[config.mk]
export PLATFORM = sky130hd
export DESIGN_NAME = key_sequencer
export DESIGN_NICKNAME = d
export VERILOG_FILES = /design/src/rtl/key_sequencer.sv
export SDC_FILE = /design/constraint.sdc
export NUM_CORES = 1
export LEC_CHECK = 0
export ABC_AREA = 1
export ABC_CLOCK_PERIOD_IN_PS = 1530
export CELL_PAD_IN_SITES_DETAIL_PLACEMENT = 0
export CELL_PAD_IN_SITES_GLOBAL_PLACEMENT = 1
export CORE_MARGIN = 10
export CORE_UTILIZATION = 36
export DETAILED_ROUTE_END_ITERATION = 7
export PLACE_DENSITY_LB_ADDON = 0.1
export SETUP_SLACK_MARGIN = 0.3
export SLEW_MARGIN = 20
export SYNTH_ARGS = -nofsm -noshare
export SYNTH_HDL_FRONTEND = slang
export SYNTH_SLANG_ARGS = --single-unit
[constraint.sdc]
create_clock -name clk -period 1.53 [get_ports clk]
set_input_delay 0.2295 -clock clk [delete_from_list [all_inputs] [get_ports clk]]
set_output_delay 0.2295 -clock clk [all_outputs]
set_load 0.03 [all_outputs]
[src/rtl/key_sequencer.sv]
// key_sequencer: sends a latched N-symbol code, one 2-bit symbol at a time,
// to the combination lock. It then watches the lock's unlocked feedback and
// retries on timeout, up to MAX_TRY attempts. It reports pass or fail with a
// one-cycle done pulse.
module key_sequencer #(
  parameter int N_SYM    = 4,
  parameter int HOLD_CYC = 2,
  parameter int GAP_CYC  = 1,
  parameter int TIMEOUT  = 16,
  parameter int MAX_TRY  = 3
) (
  input  logic                         clk,
  input  logic                         rst,
  input  logic                         start,
  input  logic [2*N_SYM-1:0]           code,
  input  logic                         unlocked,
  output logic [1:0]                   s,
  output logic                         busy,
  output logic                         done,
  output logic                         pass,
  output logic                         fail,
  output logic [$clog2(MAX_TRY+1)-1:0] try_cnt
);

  localparam int TW    = $clog2(MAX_TRY + 1);
  localparam int MAXHG = (HOLD_CYC > GAP_CYC) ? HOLD_CYC : GAP_CYC;
  localparam int MAXC  = (MAXHG > TIMEOUT) ? MAXHG : TIMEOUT;
  // A single phase counter is shared by DRIVE, GAP and WAIT, so it is sized
  // for the longest of the three.
  localparam int CW    = $clog2(MAXC + 1);
  localparam int KW    = (N_SYM > 1) ? $clog2(N_SYM) : 1;

  typedef enum logic [2:0] {
    IDLE  = 3'd0,
    DRIVE = 3'd1,
    GAP   = 3'd2,
    WAIT  = 3'd3,
    DONE  = 3'd4
  } state_t;

  state_t             state_r;
  logic [2*N_SYM-1:0] code_r;
  logic [KW-1:0]      k_r;
  logic [CW-1:0]      cnt_r;

  // Extract symbol idx from a packed code word.
  function automatic logic [1:0] sym_at(input logic [2*N_SYM-1:0] c,
                                        input logic [KW-1:0] idx);
    return c[2*idx +: 2];
  endfunction

  // Sequencer FSM. All outputs are registered. Each output is updated on the
  // same edge as the state change, so s shows the new state's symbol in the
  // first cycle of that state.
  always_ff @(posedge clk or negedge rst) begin
    if (!rst) begin
      state_r <= IDLE;
      code_r  <= '0;
      k_r     <= '0;
      cnt_r   <= '0;
      s       <= 2'b00;
      busy    <= 1'b0;
      done    <= 1'b0;
      pass    <= 1'b0;
      fail    <= 1'b0;
      try_cnt <= '0;
    end else begin
      case (state_r)
        IDLE: begin
          done <= 1'b0;
          s    <= 2'b00;
          if (start) begin
            code_r  <= code;
            k_r     <= '0;
            cnt_r   <= '0;
            try_cnt <= TW'(1);
            pass    <= 1'b0;
            fail    <= 1'b0;
            busy    <= 1'b1;
            s       <= code[1:0];
            state_r <= DRIVE;
          end
        end
        DRIVE: begin
          if (cnt_r == CW'(HOLD_CYC - 1)) begin
            cnt_r   <= '0;
            s       <= 2'b00;
            state_r <= GAP;
          end else begin
            cnt_r <= cnt_r + CW'(1);
          end
        end
        GAP: begin
          if (cnt_r == CW'(GAP_CYC - 1)) begin
            cnt_r <= '0;
            if (k_r != KW'(N_SYM - 1)) begin
              k_r     <= k_r + KW'(1);
              s       <= sym_at(code_r, k_r + KW'(1));
              state_r <= DRIVE;
            end else begin
              state_r <= WAIT;
            end
          end else begin
            cnt_r <= cnt_r + CW'(1);
          end
        end
        WAIT: begin
          if (unlocked) begin
            cnt_r   <= '0;
            busy    <= 1'b0;
            done    <= 1'b1;
            pass    <= 1'b1;
            state_r <= DONE;
          end else if (cnt_r == CW'(TIMEOUT - 1)) begin
            cnt_r <= '0;
            if (try_cnt < TW'(MAX_TRY)) begin
              try_cnt <= try_cnt + TW'(1);
              k_r     <= '0;
              s       <= code_r[1:0];
              state_r <= DRIVE;
            end else begin
              busy    <= 1'b0;
              done    <= 1'b1;
              fail    <= 1'b1;
              state_r <= DONE;
            end
          end else begin
            cnt_r <= cnt_r + CW'(1);
          end
        end
        DONE: begin
          done    <= 1'b0;
          try_cnt <= '0;
          state_r <= IDLE;
        end
        default: begin
          state_r <= IDLE;
          busy    <= 1'b0;
          done    <= 1'b0;
          s       <= 2'b00;
          try_cnt <= '0;
        end
      endcase
    end
  end

endmodule
After elaboration in Yosys (flattened, before gate mapping):

Index checks and enable logic that the tools add are counted.
W data, S select, Z words.

* order comparisons: 1
* shift operators: 1
* $add $sub $neg: 3
* multiplexer cells: 48
* bitwise operators: 3
* eq/ne operators: 18
* reductions and logical operators: 17

Operators by type and width (count)
* $mux W2: 18
* $mux W5: 5
* $ne A2 B2 Y1 const B: 10
* $pmux W5 S4: 1
* $mux W3: 6
* $reduce_and A7 Y1: 2
* $pmux W2 S3: 2
* $pmux W3 S4: 1
* $mux W1: 10
* $pmux W2 S5: 1
* $reduce_and A5 Y1: 2
* $reduce_and A4 Y1: 2
* $shiftx A8 B4 Y2: 1
* $eq A3 B2 Y1 const B: 2
* $ne A3 B3 Y1 const B: 2
* $pmux W1 S2: 3
* $reduce_and A3 Y1: 2
* $add A5 B1 Y5 const B: 1
* $eq A5 B1 Y1 const B: 1
* $eq A5 B4 Y1 const B: 1
* $logic_not A5 Y1: 1
* $add A2 B1 Y2 const B: 2
* $reduce_and A2 Y1: 2
* $reduce_bool A4 Y1: 1
* 10 further kinds: 12

* word-level logic and storage cells: 101
* input bits: 12
* output and inout port bits: 8
* register bits: 26

Longest topological paths before layout:

Gate-level depths: netlist of run 1.

* depth after elaboration: 5
* mapped depth: 11

Worst setup path before layout of run 1:

No wires, ideal clock.

* kind: register to register
* start: register cnt_r[0]
* end: register k_r[0]
* data arrival time: 1.398 ns
* setup slack: 0.015 ns
* cell stages (with the launch flop): 12
* library setup time: 0.116 ns
* required time: 1.414 ns
* cells stage by stage: dfrtp_1 ha_1 nand2_1 nor2_1 ha_1 inv_1 nand2_1 nand3_2 inv_2 nand2_2 nand2_1 nand2_1

* cells in the longest elaborated chain, start to end: 3

RTL lines
* start: declaration: line 44 `logic [CW-1:0] cnt_r;`
* start signal: assignment: line 90 `cnt_r <= cnt_r + CW'(1);`
* start signal: assignment: line 104 `cnt_r <= cnt_r + CW'(1);`
* start signal: assignment: line 128 `cnt_r <= cnt_r + CW'(1);`
* $eq A5 B4 Y1 or $logic_not A5 Y1 (tied branches): line 114, 94
* $ne A2 B2 Y1 (no line)
* $reduce_and A7 Y1 (no line) (*)
* end signal: assignment: line 97 `k_r <= k_r + KW'(1);`
* end: declaration: line 43 `logic [KW-1:0] k_r;`

Every way passes the cells marked *; elsewhere a longest branch is shown, timed or not.
A chain may end at the register's enable or synchronous reset.

Worst setup path in the final report of run 1:

* start: register cnt_r[1]
* end: register state_r[0]

* cells in the longest elaborated chain, start to end: 3

RTL lines
* $eq A5 B4 Y1 (tied with other cells): line 114 `end else if (cnt_r == CW'(TIMEOUT - 1)) begin`
* $ne A3 B3 Y1 (no line) or $ne A2 B2 Y1 (tied branches)
* $reduce_and A4 Y1 (no line) (*)
* end signal: assignment: line 113 `state_r <= DONE;`
* end signal: assignment: line 120 `state_r <= DRIVE;`
* end signal: assignment: line 125 `state_r <= DONE;`
* end: declaration: line 41 `state_t state_r;`

Marks and branches as above.

==> results_dict.tcl, run 1 <==
set metrics [dict create \
    run_status "finished with violations" \
    violations "negative setup slack" \
    cp_max_fo 4 \
    finalSetupViolCount 1 \
    dp.cells 298 \
    grt_max_degree 27 \
    detail_route.iter0.violations 76 \
    cpPeakStageDelay_ns 0.39 \
    gr-total-overflow 0 \
    worstSetupStartpointType "flip-flop" \
    grt_pass1_wl_um 6730 \
    layout-drive-gt1-share_pct 34.2 \
    drv_slew 0 \
    start_util_pct 38.1 \
    critPathTopFamily "simple AND/OR/NAND/NOR gates" \
    path_clk_slew_ns 0.10 \
    boundaryPins 20 \
    dr_total_vias 1499 \
    grt_pass1_vias 1489 \
    path_class "flip-flop to flip-flop" \
    holdCritPathClass "input pin to asynchronous set/reset pin" \
    fp.dieH_um 86.0 \
    synthArstFlopShare_pct 100 \
    crit_slowest_cell "dfrtp_1" \
    fmax_mhz 646 \
    critical_path_buf_inv_count 0 \
    htreeDepth 1 \
    required_ns 1.73 \
    num_antenna_cells 0 \
    via_per_inst 4.84 \
    track_usage_pct 11.0 \
    syn_inst 216 \
    numCtsBuffers 3 \
    fin_skew_ns 0.00573 \
    finalWirelength_um 4140 \
    place_area_um2 1940 \
    clock-root-buffer "clkbuf_8" \
    syn-cell-area_um2 1570 \
    fin_crit_ns 1.55 \
    detail_route.wl_per_cell_um 13.4 \
    dr.pass1.iters 4 \
    power.density_nw_per_um2 1860 \
    syn_avg_cell_area_um2 7.26 \
    drtAntennaViolNets 0 \
    p_leak_nw 1.19 \
    drc 0 \
    core.rowCount 23 \
    ys_seq_area_share_pct 41.5 \
    nets 280 \
    yosysMostFrequentCell "nand2_1" \
    setup_tns_ns -0.0184 \
    chipWidth_um 86.0 \
    yosys-top-cells-count "nand2_1 (67), inv_1 (38), dfrtp_1 (26), nand3_1 (17), o21ai_0 (12)" \
    io_buffers 19 \
    synth_cell_types 22 \
    core_area_um2 4120 \
    finalHoldViolations 0 \
    gp_congestion 0.860 \
    yosys.area.top_type "dfrtp_1" \
    worstPathCellList "ha_2 -> nand2_2 -> nor2_4 -> ha_4 -> nor2_2 -> nand2_2 -> nand2_2 -> nor2_4 -> nand2_1 -> o21ai_1" \
    synth_warnings 0 \
    hold_slack_ns 0.316 \
    worstSkewPairLatency_ns 0.28 \
    synthTopCellsByArea "dfrtp_1 (42%), nand2_1 (16%), inv_1 (9.1%)" \
    rsz0062_at_grt "true" \
    cts.sinks 26 \
    grt_antenna_before_repair 0 \
    cp_common_cell "nand2_2" \
    vdd_drop_max_mv 0.938 \
    cts_buffer_depth 2 \
    multi_input_area_um2 896 \
    synth_seq_cells 26 \
    synth_ff_type "dfrtp_1" \
    synth_edf_count 0 \
    max_slew.worst_pin.slew_ns 0.355 \
    cts_tree "done" \
    critPathCaptureType "flip-flop" \
    seqCellArea_um2 653 \
    fin_area_um2 2220 \
    postCtsHoldBufs 0 \
    syn_nets 235 \
    syn_to_final_growth_pct 41.4 \
    fill_cells 405 \
    max_cap_violations 0 \
    fp.dieArea_um2 7390 \
    dp_hpwl_um 3050 \
    yosysTopAreaCellShare_pct 41.5 \
    period_share_pct 101 \
    maxSlewHeadroom_pct 76.4 \
    fin_ws_ns -0.0184 \
    fin_cells 310 \
    cp.arrival_ns 1.75 \
]
-- cells in the final DEF (no fill, tap or decap), types with 2 or more instances in the layout --
| cell | instances |
|---|---|
| buf_2 | 4 |
| buf_4 | 20 |
| buf_6 | 3 |
| clkbuf_8 | 3 |
| clkdlybuf4s15_2 | 4 |
| clkdlybuf4s50_1 | 11 |
| dfrtp_1 | 24 |
| dfrtp_2 | 2 |
| ha_1 | 4 |
| ha_2 | 2 |
| inv_1 | 33 |
| inv_2 | 5 |
| inv_4 | 2 |
| nand2_1 | 55 |
| nand2_2 | 14 |
| nand2_4 | 4 |
| nand3_1 | 15 |
| nand3_2 | 2 |
| nand4_1 | 7 |
| nor2_1 | 6 |
| nor2_2 | 6 |
| nor2_4 | 6 |
| o21ai_0 | 2 |
| o21ai_1 | 8 |
| o21ai_2 | 7 |
| o21bai_1 | 2 |
| xor2_1 | 2 |
-- layer usage --
metal / wire, um / vias up / track usage (%)
met3: 220 / 6 / 3.41
li1: - / 754 / -
met5: 0 / - / 0
met1: 1910 / 708 / 14.3
met4: 57 / 0 / 2.54
met2: 1950 / 31 / 17.4
-- report_power, final --
| group | total (W) | switching (W) | internal, W |
|---|---|---|---|
| sequential | 0.00113 | 0.000185 | 0.000942 |
| combinational | 0.00241 | 0.00143 | 0.000977 |
| clock | 0.000586 | 0.000235 | 0.000350 |
-- stage by stage --
| stage | util [%] | total power, W | setup WS (ns) |
|---|---|---|---|
| finish | 53.9 | 0.00412 | -0.0184 |
| global route | 53.9 | 0.00449 | -0.0995 |
| CTS | 50.3 | 0.00381 | -0.0172 |
| detailed placement | 47.1 | 0.00313 | -0.105 |
| global placement | 47.1 | 0.00309 | -0.0391 |
| floorplan | - | 0.00242 | 0.0217 |
-- path summary, 6_finish.rpt --
path | start | slack [ns] | cells after the start | to
max | cnt_r[1] | -0.02 | 10 | state_r[0]
max reg2reg | cnt_r[1] | -0.02 | 10 | state_r[0]
min reg2reg | done | 0.49 | 2 | done
min | rst | 0.32 | 2 | try_cnt[0]
min in group clk | done | 0.49 | 2 | done
max in group asynchronous | rst | 0.94 | 2 | state_r[0]
-- worst reg2reg max path: stages (launching register included) --
cell and delay (ns):
dfrtp_1 0.39, ha_2 0.20, nand2_2 0.07, nor2_4 0.13, ha_4 0.17, nor2_2 0.04
nand2_2 0.11, nand2_2 0.08, nor2_4 0.14, nand2_1 0.07, o21ai_1 0.09
-- sequential cells by signal, indices dropped and copies added, names as in the netlist --
| register | flops |
|---|---|
| cnt_r | 5 |
| s | 2 |
| k_r | 2 |
| fail | 1 |
| done | 1 |
| pass | 1 |
| busy | 1 |
| code_r | 8 |
| try_cnt | 2 |
| state_r | 3 |
-- repair_timing --
action,CTS,global route
gates resized for setup,41,48
endpoints found under the setup margin,34,28
buffers inserted,3,5
pin swaps,5,13
-- layout make-up --
| cell class | count | share of cell area, % |
|---|---|---|
| inverter | 40 | 7.00 |
| clock inverter | 1 | 1.35 |
| timing repair buffer | 43 | 17.1 |
| sequential | 26 | 29.5 |
| multi-input combinational | 147 | 40.4 |
| tap | 50 | 2.82 |
| clock buffer | 3 | 1.86 |
-- logic make-up after synthesis --
kind of cell / Yosys count / share of synthesized area [%]
and+or+nand+nor: 117 / 33.5
buffers and inverters: 43 / 11.1
DFF: 26 / 41.5
AOI/OAI and AO/OA: 21 / 7.18
adders and majority gates: 7 / 5.59
xor gates and xnor gates: 2 / 1.12
Power figures use the tool's default switching activity.
==> inputs of run 2 (changes only) <==
- ABC_CLOCK_PERIOD_IN_PS: 1530 -> 1450
- CORE_UTILIZATION: 36 -> 39
- clock period: 1.53 -> 1.45 ns (I/O delays scaled with it)
==> results_dict.tcl, run 2 (synthesis gave the netlist of run 1 again) <==
set metrics [dict create \
    multi_input_area_um2 930 \
    dr_total_vias 1507 \
    grt_pass1_vias 1549 \
    holdCritPathClass "input pin to asynchronous set/reset pin" \
    critical_path_buf_inv_count 1 \
    drtAntennaViolNets 0 \
    period_share_pct 111 \
    start_util_pct 41.6 \
    fin_util_pct 60.0 \
    fin_skew_ns 0.00327 \
    critPathTopFamily "flip-flops" \
    p_leak_nw 1.23 \
    gr-total-overflow 0 \
    detail_route.iter0.violations 53 \
    grt_antenna_before_repair 0 \
    worstPathCellList "ha_4 -> nand2_4 -> nor2_4 -> ha_4 -> inv_2 -> nand2_4 -> nand3_4 -> o21bai_1 -> nand2_1" \
    worstSkewPairLatency_ns 0.28 \
    final_cell_mix "nand2_1 (57), inv_1 (31), dfrtp_1 (25)" \
    fp.dieArea_um2 6960 \
    via_per_inst 4.80 \
    nets 286 \
    cts.sinks 26 \
    fmax_mhz 623 \
    htreeDepth 1 \
    dp_slack_ns -0.188 \
    drv_slew 0 \
    place_area_um2 1970 \
    cp_max_fo 4 \
    numCtsBuffers 3 \
    fin_ws_ns -0.155 \
    rsz0062_at_grt "true" \
    worstSetupStartpointType "flip-flop" \
    postCtsHoldBufs 0 \
    core_area_um2 3770 \
    fill_cells 329 \
    timing.reg2reg.setup_slack_ns -0.16 \
    run_status "finished with violations" \
    detail_route.wl_per_cell_um 13.2 \
    cp.arrival_ns 1.77 \
    core.rowCount 22 \
    power.density_nw_per_um2 1880 \
    top_register "code_r" \
    num_antenna_cells 0 \
    required_ns 1.62 \
    violations "negative setup slack" \
    dp_hpwl_um 3000 \
    dr.pass1.iters 4 \
    grt_pass1_wl_um 6780 \
    finalSetupViolCount 15 \
    finalHoldViolations 0 \
    layout-drive-gt1-share_pct 34.6 \
    seqCellArea_um2 652 \
    cpPeakStageDelay_ns 0.46 \
    drc 0 \
    gp_congestion 0.813 \
    cts_tree "done" \
    finalWirelength_um 4130 \
    grt_max_degree 27 \
    track_usage_pct 11.3 \
    io_buffers 19 \
    crit_slowest_cell "dfrtp_1" \
    fin_crit_ns 1.61 \
    critPathCaptureType "flip-flop" \
    path_clk_slew_ns 0.09 \
    max_cap_violations 0 \
    vdd_drop_max_mv 1.08 \
    reg_top3 "code_r x8, cnt_r x5, state_r x3" \
    fin_area_um2 2260 \
    boundaryPins 20 \
    maxSlewHeadroom_pct 76.9 \
    cts_buffer_depth 2 \
    path_class "flip-flop to flip-flop" \
    final_common_cell "nand2_1" \
    chipWidth_um 83.4 \
    max_slew.worst_pin.slew_ns 0.347 \
    largest_reg_flops 8 \
    syn_to_final_growth_pct 44.3 \
    fp.dieH_um 83.4 \
    clock-root-buffer "clkbuf_8" \
]
run 2: cell types whose count changed in the layout (fill, tap and decap cells not counted), moves of 3 or more:
cell             before  now
o21ai_2               7    3
buf_2                 4    8
nand2_2              14   10
clkdlybuf4s15_2       4    0
buf_4                20   23
o21ai_1               8   12
buf_6                 3    6
run 2: routing by layer:
metal	global-route usage (%)	part of all wire, %	vias to the layer above
met5	0	0	-
met3	2.73	3.8	5
met2	17.5	49	21
met4	3.23	1.0	0
li1	-	-	772
met1	15.0	46	709
run 2: repair_timing:
item                       4_1_cts  5_1_grt
buffers inserted                 7        4
gates resized for setup         62       31
setup endpoints to repair       34       26
pin swaps                       10       11
run 2: power breakdown:
group	switching [W]	internal [W]
logic	0.00154	0.00106
registers	0.000190	0.000992
clock network	0.000240	0.000243
run 2: path summary, 6_finish.rpt:
path | start | to | cells after the start
setup / recovery | cnt_r[1] | s[0] | 9
hold / removal | rst | cnt_r[3] | 2
setup reg to reg | cnt_r[1] | s[0] | 9
hold reg to reg | code_r[7] | code_r[7] | 2
max in group asynchronous | rst | state_r[0] | 2
min in group clk | code[7] | code_r[7] | 3
run 2: cell type report:
type	instances	share of cell area [%]
timing repair buffer	49	18.1
sequential	26	28.8
clock buffer	4	2.43
tap	48	2.65
inverter	40	6.86
multi-input combinational	147	41.1
run 2: metrics by stage:
stage / instances / total power (W) / hold slack [ns] / setup TNS, ns
global route: 314 / 0.00465 / 0.334 / -2.28
floorplan: 216 / 0.00262 / -0.0781 / -0.404
CTS: 310 / 0.00399 / 0.323 / -1.10
detailed placement: 299 / 0.00335 / 0.469 / -2.02
finish: 314 / 0.00426 / 0.310 / -1.09
global placement: 299 / 0.00330 / 0.462 / -1.12
==> inputs of run 3 (changes only) <==
- CORE_ASPECT_RATIO: not set -> 1.75
==> results_dict.tcl, run 3 (synthesis gave the netlist of run 1 again) <==
set metrics [dict create \
    maxSlewHeadroom_pct 76.6 \
    cts_buffer_depth 2 \
    final_cell_mix "nand2_1 (47), inv_1 (34), buf_4 (24)" \
    syn_to_final_growth_pct 47.0 \
    detail_route.iter0.violations 54 \
    required_ns 1.61 \
    violations "negative setup slack" \
    worstSetupStartpointType "flip-flop" \
    path_class "flip-flop to flip-flop" \
    top_register "code_r" \
    dp_slack_ns -0.179 \
    gp_congestion 0.831 \
    dp_hpwl_um 3190 \
    worstSkewPairLatency_ns 0.27 \
    max_slew.worst_pin.slew_ns 0.352 \
    io_buffers 19 \
    nets 286 \
    fill_cells 388 \
    fin_area_um2 2300 \
    drv_slew 0 \
    dr_total_vias 1526 \
    run_status "finished with violations" \
    cp_common_cell "nand2_2" \
    reg_top3 "code_r x8, cnt_r x5, state_r x3" \
    fp.dieH_um 104 \
    dp.cells 301 \
    place_area_um2 2000 \
    numCtsBuffers 3 \
    num_antenna_cells 0 \
    cts_tree "done" \
    cp_max_fo 4 \
    gr-total-overflow 0 \
    chipWidth_um 67.9 \
    clock-root-buffer "clkbuf_8" \
    hold_slack_ns 0.317 \
    finalWirelength_um 4250 \
    final_common_cell "nand2_1" \
    fin_ws_ns -0.108 \
    fmax_mhz 642 \
    start_util_pct 40.6 \
    largest_reg_flops 8 \
    worstPathCellList "ha_2 -> nand2_2 -> nor2_4 -> ha_4 -> inv_2 -> nand2_2 -> nand3_4 -> inv_4 -> nand2_4 -> nand2_2 -> nand2_1" \
    holdCritPathClass "input pin to asynchronous set/reset pin" \
    dr.pass1.iters 4 \
    grt_antenna_before_repair 0 \
    path_clk_slew_ns 0.09 \
    cp.arrival_ns 1.72 \
    detail_route.wl_per_cell_um 13.5 \
    cts.sinks 26 \
    seqCellArea_um2 654 \
    crit_slowest_cell "dfrtp_1" \
    via_per_inst 4.86 \
    p_leak_nw 1.28 \
    max_cap_violations 0 \
    fin_skew_ns 0.00655 \
    finalHoldViolations 0 \
    grt_pass1_vias 1614 \
    setup_tns_ns -0.931 \
    vdd_drop_max_mv 1.08 \
    rsz0062_at_grt "true" \
    track_usage_pct 12.9 \
    htreeDepth 1 \
    fin_crit_ns 1.56 \
    drc 0 \
    core.rowCount 30 \
    multi_input_area_um2 952 \
    grt_pass1_wl_um 7310 \
    power.density_nw_per_um2 1870 \
    drtAntennaViolNets 0 \
    critPathCaptureType "flip-flop" \
    cpPeakStageDelay_ns 0.38 \
    core_area_um2 3870 \
    fin_cells 314 \
    finalSetupViolCount 12 \
    layout-drive-gt1-share_pct 37.6 \
    fp.dieArea_um2 7060 \
    grt_max_degree 27 \
    postCtsHoldBufs 0 \
    boundaryPins 20 \
    period_share_pct 107 \
]
-- run 3: changes by cell type in the layout (fill, tap and decap cells not counted), moves of 2 or more --
| cell | previous run | this run |
|---|---|---|
| o21ai_2 | 3 | 7 |
| dfrtp_1 | 25 | 23 |
| o21ai_1 | 12 | 9 |
| nand2_4 | 6 | 11 |
| nand2_1 | 57 | 47 |
| ha_4 | 3 | 1 |
| dfrtp_2 | 1 | 3 |
| inv_1 | 31 | 34 |
| nand2_2 | 10 | 15 |
| inv_2 | 7 | 4 |
| buf_6 | 6 | 4 |
-- run 3: routing by layer --
layer / global-route usage, % / vias up / routed length [um]
li1: - / 772 / -
met1: 13.6 / 727 / 1550
met2: 23.4 / 21 / 2510
met3: 2.48 / 6 / 89
met4: 4.77 / 0 / 97
met5: 0 / - / 0
-- run 3: area by class of cell --
| type | count | area share [%] |
|---|---|---|
| clock buffers | 4 | 1.95 |
| inverters | 40 | 6.73 |
| multi-input cells | 147 | 41.3 |
| flip-flops and latches | 26 | 28.4 |
| well taps | 48 | 2.61 |
| repair buffers | 49 | 19.0 |
-- run 3: timing repair --
action / CTS / global route
buffers inserted: 7 / 1
gates resized for setup: 71 / 35
cloned: 1 / 0
pin swaps: 15 / 20
setup endpoints to repair: 34 / 27
endpoints found under the hold margin: 0 / 0
-- run 3: critical path, delay by kind of cell, from the launching register on --
family        cells  cell delay (ns)
fa+ha+maj         2             0.37
buf+inv           2             0.15
flops             1             0.38
simple gates      7             0.56
-- run 3: through the flow --
step / util [%] / power [W]
final: 59.6 / 0.00432
after detailed placement: 51.6 / 0.00338
after global routing: 59.6 / 0.00472
after CTS: 56.2 / 0.00410
after global placement: 51.6 / 0.00332
after floorplan: - / 0.00262
-- run 3: path summary, 6_finish.rpt --
| path | from | to | slack, ns | depth (start not counted) |
|---|---|---|---|---|
| max | cnt_r[1] | k_r[1] | -0.11 | 11 |
| min | rst | try_cnt[1] | 0.32 | 2 |
| max reg2reg | cnt_r[1] | k_r[1] | -0.11 | 11 |
| min reg2reg | done | done | 0.48 | 2 |
| max in group asynchronous | rst | state_r[0] | 0.85 | 2 |
| min in group clk | done | done | 0.48 | 2 |
-- run 3: where the power goes --
part | switching [W] | internal [W] | total, W
combinational | 0.00157 | 0.00112 | 0.00269
clock | 0.000228 | 0.000196 | 0.000425
sequential | 0.000204 | 0.000997 | 0.00120
total | 0.00200 | 0.00232 | 0.00432
